### config.mk
export PLATFORM = sky130hd
export DESIGN_NAME = rr_arbiter_ctrl_flat
export DESIGN_NICKNAME = d
export VERILOG_FILES = /design/src/rtl/rr_arb_pkg.sv /design/src/rtl/rr_arbiter_ctrl_if.sv /design/src/rtl/rr_rotate_pick.sv /design/src/rtl/rr_arbiter_ctrl.sv /design/src/flat_wrapper.sv
export SDC_FILE = /design/constraint.sdc
export NUM_CORES = 1
export LEC_CHECK = 0
export CORE_UTILIZATION = 45
export DETAILED_ROUTE_END_ITERATION = 6
export DONT_BUFFER_PORTS = 1
export REMOVE_ABC_BUFFERS = 1
export SLEW_MARGIN = 20
export SYNTH_ARGS = -nofsm -noshare
export SYNTH_HDL_FRONTEND = slang
export SYNTH_SLANG_ARGS = --single-unit
### constraint.sdc
create_clock -name clk -period 4.9 [get_ports clk]
set_input_delay 0.98 -clock clk [delete_from_list [all_inputs] [get_ports clk]]
set_output_delay 0.98 -clock clk [all_outputs]
set_load 0.01 [all_outputs]
### src/rtl/rr_arb_pkg.sv
// Shared types and helpers for the round-robin arbiter.
//   arb_state_t    : arbiter FSM states (IDLE, OWNED)
//   onehot_to_idx  : binary index of the lowest set bit of a one-hot vector (up to 32 bits)
//   wrap_inc       : (idx + 1) mod n without assuming n is a power of two
package rr_arb_pkg;

  typedef enum logic [0:0] {
    IDLE,
    OWNED
  } arb_state_t;

  function automatic int unsigned onehot_to_idx(input logic [31:0] onehot);
    int unsigned idx;
    idx = 0;
    for (int i = 31; i >= 0; i--) begin
      if (onehot[i]) idx = unsigned'(i);
    end
    return idx;
  endfunction

  function automatic int unsigned wrap_inc(input int unsigned idx, input int unsigned n);
    return (idx + 1 >= n) ? 0 : idx + 1;
  endfunction

endpackage

### src/rtl/rr_arbiter_ctrl_if.sv
// Request/grant bus between the requesters and the round-robin arbiter.
//   req         : request vector, bit i = requester i
//   done        : release pulse from the current owner
//   grant       : one-hot grant
//   grant_valid : high while a grant is held
//   grant_idx   : binary index of the owner
//   timeout     : one-cycle pulse on a forced release
// Modports: master = requester side, slave = arbiter side.
interface rr_arbiter_ctrl_if #(
  parameter int unsigned W_DATA = 5
);
  localparam int unsigned IW = $clog2(W_DATA);

  logic [W_DATA-1:0] req;
  logic              done;
  logic [W_DATA-1:0] grant;
  logic              grant_valid;
  logic [IW-1:0]     grant_idx;
  logic              timeout;

  modport master (
    output req,
    output done,
    input  grant,
    input  grant_valid,
    input  grant_idx,
    input  timeout
  );

  modport slave (
    input  req,
    input  done,
    output grant,
    output grant_valid,
    output grant_idx,
    output timeout
  );
endinterface

### src/rtl/rr_rotate_pick.sv
// Combinational round-robin pick: rotates req right by ptr, takes the lowest set bit k
// of the rotated vector and maps it back to winner = (ptr + k) mod W_DATA.
//   req     : request vector
//   ptr     : current priority pointer (highest-priority requester)
//   winner  : index of the selected requester (meaningless when any_req = 0)
//   any_req : at least one request is active
module rr_rotate_pick #(
  parameter int unsigned W_DATA = 5
) (
  input  logic [W_DATA-1:0]         req,
  input  logic [$clog2(W_DATA)-1:0] ptr,
  output logic [$clog2(W_DATA)-1:0] winner,
  output logic                      any_req
);
  localparam int unsigned IW = $clog2(W_DATA);

  logic [2*W_DATA-1:0] doubled;
  logic [W_DATA-1:0]   rotated;
  int unsigned         k;
  int unsigned         sum;

  always_comb begin
    // Shifting a doubled copy gives a rotate for any W_DATA, not only powers of two.
    doubled = {req, req} >> ptr;
    rotated = doubled[W_DATA-1:0];
    any_req = |rotated;
    k = 0;
    for (int i = W_DATA - 1; i >= 0; i--) begin
      if (rotated[i]) k = unsigned'(i);
    end
    sum = 32'(ptr) + k;
    if (sum >= W_DATA) sum = sum - W_DATA;
    winner = IW'(sum);
  end

endmodule

### src/rtl/rr_arbiter_ctrl.sv
// Sequential round-robin arbiter for W_DATA requesters sharing one resource.
// A grant is held until the owner pulses done or drops its request; the pointer then
// moves past the owner and the next winner is granted on the following edge.
// Ports:
//   clk : rising-edge clock
//   rst : synchronous active-high reset
//   bus : rr_arbiter_ctrl_if.slave (req, done in; grant, grant_valid, grant_idx, timeout out)
// Optional feature macro: RR_ARB_TIMEOUT_EN -- adds a hold counter that forces release after
// MAX_HOLD owned cycles and pulses timeout; without it timeout is tied to 0.
module rr_arbiter_ctrl
  import rr_arb_pkg::*;
#(
  parameter int unsigned W_DATA   = 5,
  parameter int unsigned MAX_HOLD = 8
) (
  input logic              clk,
  input logic              rst,
  rr_arbiter_ctrl_if.slave bus
);
  localparam int unsigned IW = $clog2(W_DATA);

  if (W_DATA < 2 || W_DATA > 32 || MAX_HOLD < 1) begin : g_bad_param
    $error("rr_arbiter_ctrl: W_DATA must be 2..32 and MAX_HOLD >= 1");
  end

  arb_state_t        state_q, state_d;
  logic [IW-1:0]     ptr_q, ptr_d;
  logic [IW-1:0]     idx_q, idx_d;
  logic [W_DATA-1:0] grant_q, grant_d;
  logic              valid_q, valid_d;
  logic [IW-1:0]     pick_ptr;
  logic [IW-1:0]     winner;
  logic              any_req;
  logic              rel;
  logic              forced;

`ifdef RR_ARB_TIMEOUT_EN
  localparam int unsigned HW = (MAX_HOLD > 1) ? $clog2(MAX_HOLD) : 1;
  logic [HW-1:0] hold_q, hold_d;
  logic          timeout_q, timeout_d;
`endif

  // One picker serves both the IDLE pick and the release pick; on release the pointer is
  // already one past the owner, which leaves the owner's bit at lowest priority.
  rr_rotate_pick #(
    .W_DATA (W_DATA)
  ) u_pick (
    .req     (bus.req),
    .ptr     (pick_ptr),
    .winner  (winner),
    .any_req (any_req)
  );

  always_comb begin
    state_d = state_q;
    ptr_d   = ptr_q;
    idx_d   = idx_q;
    grant_d = grant_q;
    valid_d = valid_q;
    forced  = 1'b0;
`ifdef RR_ARB_TIMEOUT_EN
    hold_d    = hold_q;
    timeout_d = 1'b0;
    forced    = (state_q == OWNED) && (hold_q == HW'(MAX_HOLD - 1));
`endif
    rel      = bus.done | ~bus.req[idx_q] | forced;
    pick_ptr = (state_q == OWNED) ? IW'(wrap_inc(32'(idx_q), W_DATA)) : ptr_q;

    unique case (state_q)
      IDLE: begin
        if (any_req) begin
          state_d = OWNED;
          grant_d = W_DATA'(1) << winner;
          idx_d   = winner;
          valid_d = 1'b1;
`ifdef RR_ARB_TIMEOUT_EN
          hold_d  = '0;
`endif
        end
      end
      OWNED: begin
        if (rel) begin
          ptr_d = pick_ptr;
`ifdef RR_ARB_TIMEOUT_EN
          // Only flag a timeout when the owner was not already letting go.
          timeout_d = forced & ~bus.done & bus.req[idx_q];
          hold_d    = '0;
`endif
          if (any_req) begin
            grant_d = W_DATA'(1) << winner;
            idx_d   = winner;
          end else begin
            state_d = IDLE;
            grant_d = '0;
            idx_d   = '0;
            valid_d = 1'b0;
          end
        end else begin
`ifdef RR_ARB_TIMEOUT_EN
          hold_d = hold_q + HW'(1);
`endif
        end
      end
      default: state_d = IDLE;
    endcase
  end

  always_ff @(posedge clk) begin
    if (rst) begin
      state_q <= IDLE;
      ptr_q   <= '0;
      idx_q   <= '0;
      grant_q <= '0;
      valid_q <= 1'b0;
`ifdef RR_ARB_TIMEOUT_EN
      hold_q    <= '0;
      timeout_q <= 1'b0;
`endif
    end else begin
      state_q <= state_d;
      ptr_q   <= ptr_d;
      idx_q   <= idx_d;
      grant_q <= grant_d;
      valid_q <= valid_d;
`ifdef RR_ARB_TIMEOUT_EN
      hold_q    <= hold_d;
      timeout_q <= timeout_d;
`endif
    end
  end

  assign bus.grant       = grant_q;
  assign bus.grant_valid = valid_q;
  assign bus.grant_idx   = idx_q;
`ifdef RR_ARB_TIMEOUT_EN
  assign bus.timeout     = timeout_q;
`else
  assign bus.timeout     = 1'b0;
`endif

endmodule

### src/flat_wrapper.sv
// flat-port wrapper written by rule: the top's interface ports become plain ports
module rr_arbiter_ctrl_flat import rr_arb_pkg::*;
#(
  parameter int unsigned W_DATA   = 5,
  parameter int unsigned MAX_HOLD = 8
)
  (clk, rst, bus_req, bus_done, bus_grant, bus_grant_valid, bus_grant_idx, bus_timeout);
  rr_arbiter_ctrl_if #(.W_DATA(W_DATA)) bus_i ();
  input logic clk;
  input logic rst;
  input wire logic [$bits(bus_i.req)-1:0] bus_req;
  input wire logic [$bits(bus_i.done)-1:0] bus_done;
  output wire logic [$bits(bus_i.grant)-1:0] bus_grant;
  output wire logic [$bits(bus_i.grant_valid)-1:0] bus_grant_valid;
  output wire logic [$bits(bus_i.grant_idx)-1:0] bus_grant_idx;
  output wire logic [$bits(bus_i.timeout)-1:0] bus_timeout;
  assign bus_i.req = bus_req;
  assign bus_i.done = bus_done;
  assign bus_grant = bus_i.grant;
  assign bus_grant_valid = bus_i.grant_valid;
  assign bus_grant_idx = bus_i.grant_idx;
  assign bus_timeout = bus_i.timeout;
  rr_arbiter_ctrl #(.W_DATA(W_DATA), .MAX_HOLD(MAX_HOLD)) u_core (.clk(clk), .rst(rst), .bus(bus_i));
endmodule
==> results.sh <==
export IMPL_grt_overflow_total=0
export IMPL_setup_tns_ns=0
export IMPL_die_area_um2=3430
export IMPL_leakagePower_nw=0.586
export IMPL_nNetsFinal=198
export IMPL_ys_seq_area_frac=0.181
export IMPL_path_max_fanout=8
export IMPL_clk_pin_slew_ns=0.07
export IMPL_via_per_inst=5.93
export IMPL_insertion_delay_ns=0.28
export IMPL_syn_avg_cell_area_um2=7.86
export IMPL_hpwl_mm=2.60
export IMPL_max_stage_delay_ns=0.66
export IMPL_numCtsBuffers=3
export IMPL_max_cap_violations=0
export IMPL_tightest_slew_ns=0.509
export IMPL_final_max_slew_viol_count=0
export IMPL_h_tree_depth=1
export IMPL_yosys_warnings=0
export IMPL_cts_root_buffer="clkbuf_4"
export IMPL_critPathTopFamily="compound AO/OA/AOI/OAI gates"
export IMPL_grt_usage=0.213
export IMPL_wl_per_cell_um=14.5
export IMPL_finalHoldViolCount=0
export IMPL_outcome="finished, final reports clean"
export IMPL_rsz0062_at_grt="no"
export IMPL_grt_pass1_wl_mm=5.68
export IMPL_drt_iter0_drc=65
export IMPL_cpMaxStageDelayCell="fa_1"
export IMPL_vias=1341
export IMPL_cts_resized=0
export IMPL_grt_max_degree=14
export IMPL_place_congestion=0.943
export IMPL_min_period_ns=4.44
export IMPL_power_uw=868
export IMPL_die_h_um=58.5
export IMPL_comb_power_share=0.728
export IMPL_drive_above_1_share=0.121
export IMPL_clock_skew_ns=0.00529
export IMPL_synth_area_um2=1440
export IMPL_pwr_share_clk=0.074
export IMPL_ir_drop_mv=0.287
export IMPL_start_kind="flop"
export IMPL_detail_route_drc_violations=0
export IMPL_drt_wl_total_mm=3.27
export IMPL_critPathBufInv=3
export IMPL_synth_cells=183
export IMPL_hp_class="flop to flop"
export IMPL_slew_headroom=0.658
export IMPL_internal_power_uw=415
export IMPL_synthArstFlopShare=0
export IMPL_drtAntennaViolNets=0
export IMPL_critPathKind="flop to flop"
export IMPL_postCtsSetupBuffers=0
export IMPL_core_area_um2=3050
export IMPL_power_switching_uw=453
export IMPL_cts_hold_buffers=0
export IMPL_row_count=20
export IMPL_p_per_area_nw_per_um2=583
export IMPL_fin_crit_sh=0.906
export IMPL_sw_frac_of_total=0.522
export IMPL_tritoncts="built"
export IMPL_synth_edf_count=0
export IMPL_fin_hold_ws_ns=0.481
export IMPL_io_buffers=0
export IMPL_synth_flop_cell="dfxtp_1"
export IMPL_io_pins=18
export IMPL_cp_cell_sequence="inv_1 > ha_1 > a21oi_1 > a31o_2 > a22o_1 > inv_2 > a211oi_2 > nor2_1 > or3_1 > fa_1 > ha_1 > inv_1 > o22ai_1 > a21oi_1 > a21oi_4 > mux2_1 > o2bb2ai_1"
export IMPL_ys_ff_latch=13
export IMPL_drt_pass1_iterations=5
export IMPL_synth_cell_types=62
export IMPL_area_growth_pct=3.48
export IMPL_end_kind="flop"
export IMPL_die_x_um=58.5
export IMPL_worstPathRequired_ns=5.11
export IMPL_antenna_found_initial=0
export IMPL_first_global_vias=1225
export IMPL_diodes=0
export IMPL_initial_core_util=0.471
export IMPL_cts_sinks=13
export IMPL_setup_viol=0
export IMPL_arrival_ns=4.65
export IMPL_power_frac_seq=0.198
export IMPL_fmax_mhz=225
export IMPL_clockBufferDepth=2
## synth_stat cells (2+ instances only)
cell	n	area (µm²)
o21ai_0	4	20.0
and2_1	2	12.5
nor3_1	7	35.0
a211oi_2	2	25.0
ha_1	6	75.1
mux2i_1	7	70.1
or3_1	7	43.8
o21a_1	2	15.0
dfxtp_1	13	260
o2111ai_1	2	17.5
nor2b_1	2	12.5
nand2b_1	3	18.8
o2bb2ai_1	4	35.0
nand3_1	9	45.0
inv_1	11	41.3
o22ai_1	2	12.5
nor2_1	16	60.1
o21ai_1	4	20.0
inv_2	3	11.3
nand2_1	13	48.8
a21oi_1	20	100
a22o_1	2	17.5
nand3b_1	2	15.0
buf_2	2	10.0
## final cells by class
type	count	area, µm²
fill	319	1560
multi-input combinational	151	1090
sequential	13	262
tap	44	55.1
inverter	14	52.6
clock buffer	4	26.3
## stage by stage
step | cell area [µm²] | utilization | worst slack (ns) | instances
after global placement | 1460 | 0.479 | 0.461 | 222
after detailed placement | 1460 | 0.479 | 0.341 | 222
final | 1490 | 0.488 | 0.461 | 226
after CTS | 1490 | 0.487 | 0.309 | 226
after global routing | 1490 | 0.488 | 0.0858 | 226
after floorplan | 1410 | - | 0.732 | 178
## state kept, by name, indices dropped and copies added, names as in the netlist
signal                  cells
u_core.bus.grant_valid      1
u_core.bus.grant_idx        3
u_core.state_q              1
u_core.bus.grant            5
u_core.ptr_q                3
## power groups by stage
| stage | Clock, mW | Sequential [mW] | Combinational, mW |
|---|---|---|---|
| finish | 0.0643 | 0.172 | 0.631 |
| global route | 0.0714 | 0.176 | 0.722 |
| CTS | 0.0673 | 0.171 | 0.632 |
| detailed placement | 0 | 0.174 | 0.628 |
| global placement | 0 | 0.172 | 0.623 |
| floorplan | 0 | 0.164 | 0.522 |
## tightest hold or removal path, delay by kind of cell, from the launching register on
family | cells | cell delay (ns)
flip-flops | 1 | 0.33
AO/OA/AOI/OAI | 1 | 0.05
AND/OR/NAND/NOR | 1 | 0.06
## layout by cell type (no fill, tap or decap), drive strengths merged, types with 2 or more instances in the layout
cell,netlist,final
nor2b,2,2
nand3b,2,2
a31o,2,2
o21ai,8,8
o21a,2,2
nand2,13,13
ha,6,6
o2bb2ai,4,4
nor2,18,18
dfxtp,13,13
a211oi,3,3
and2,2,2
clkbuf,1,4
a21oi,22,22
inv,14,14
nand3,10,10
or3,7,7
mux2i,7,7
mux2,2,2
a22o,2,2
o2111ai,2,2
nor3,7,7
o22ai,3,3
nand2b,3,3
## routing by layer
| layer | track usage | vias up | wire [µm] |
|---|---|---|---|
| met1 | 0.310 | 619 | 1590 |
| met2 | 0.310 | 28 | 1460 |
| li1 | - | 685 | - |
| met5 | 0 | - | 0 |
| met3 | 0.0242 | 9 | 128 |
| met4 | 0.109 | 0 | 93 |
## kinds of logic after synthesis
kind of cell,after synthesis,synth area share
AO/OA/AOI/OAI,56,0.294
multiplexers,10,0.0800
adder cells (fa/ha/maj),7,0.0661
buffers and inverters,19,0.0591
other,1,0.00261
flip-flops,13,0.181
AND/OR/NAND/NOR,77,0.317
## final timing paths
check | startpoint | endpoint | slack (ns) | cells after the start
max reg2reg | u_core.bus.grant_idx[1]$_SDFFE_PP0P_ | u_core.bus.grant[0]$_SDFFE_PP0P_ | 0.46 | 17
max | u_core.bus.grant_idx[1]$_SDFFE_PP0P_ | u_core.bus.grant[0]$_SDFFE_PP0P_ | 0.46 | 17
min | u_core.ptr_q[0]$_SDFFE_PP0P_ | u_core.ptr_q[0]$_SDFFE_PP0P_ | 0.48 | 2
min reg2reg | u_core.ptr_q[0]$_SDFFE_PP0P_ | u_core.ptr_q[0]$_SDFFE_PP0P_ | 0.48 | 2
No activity file was read; power rests on OpenSTA's default activity.
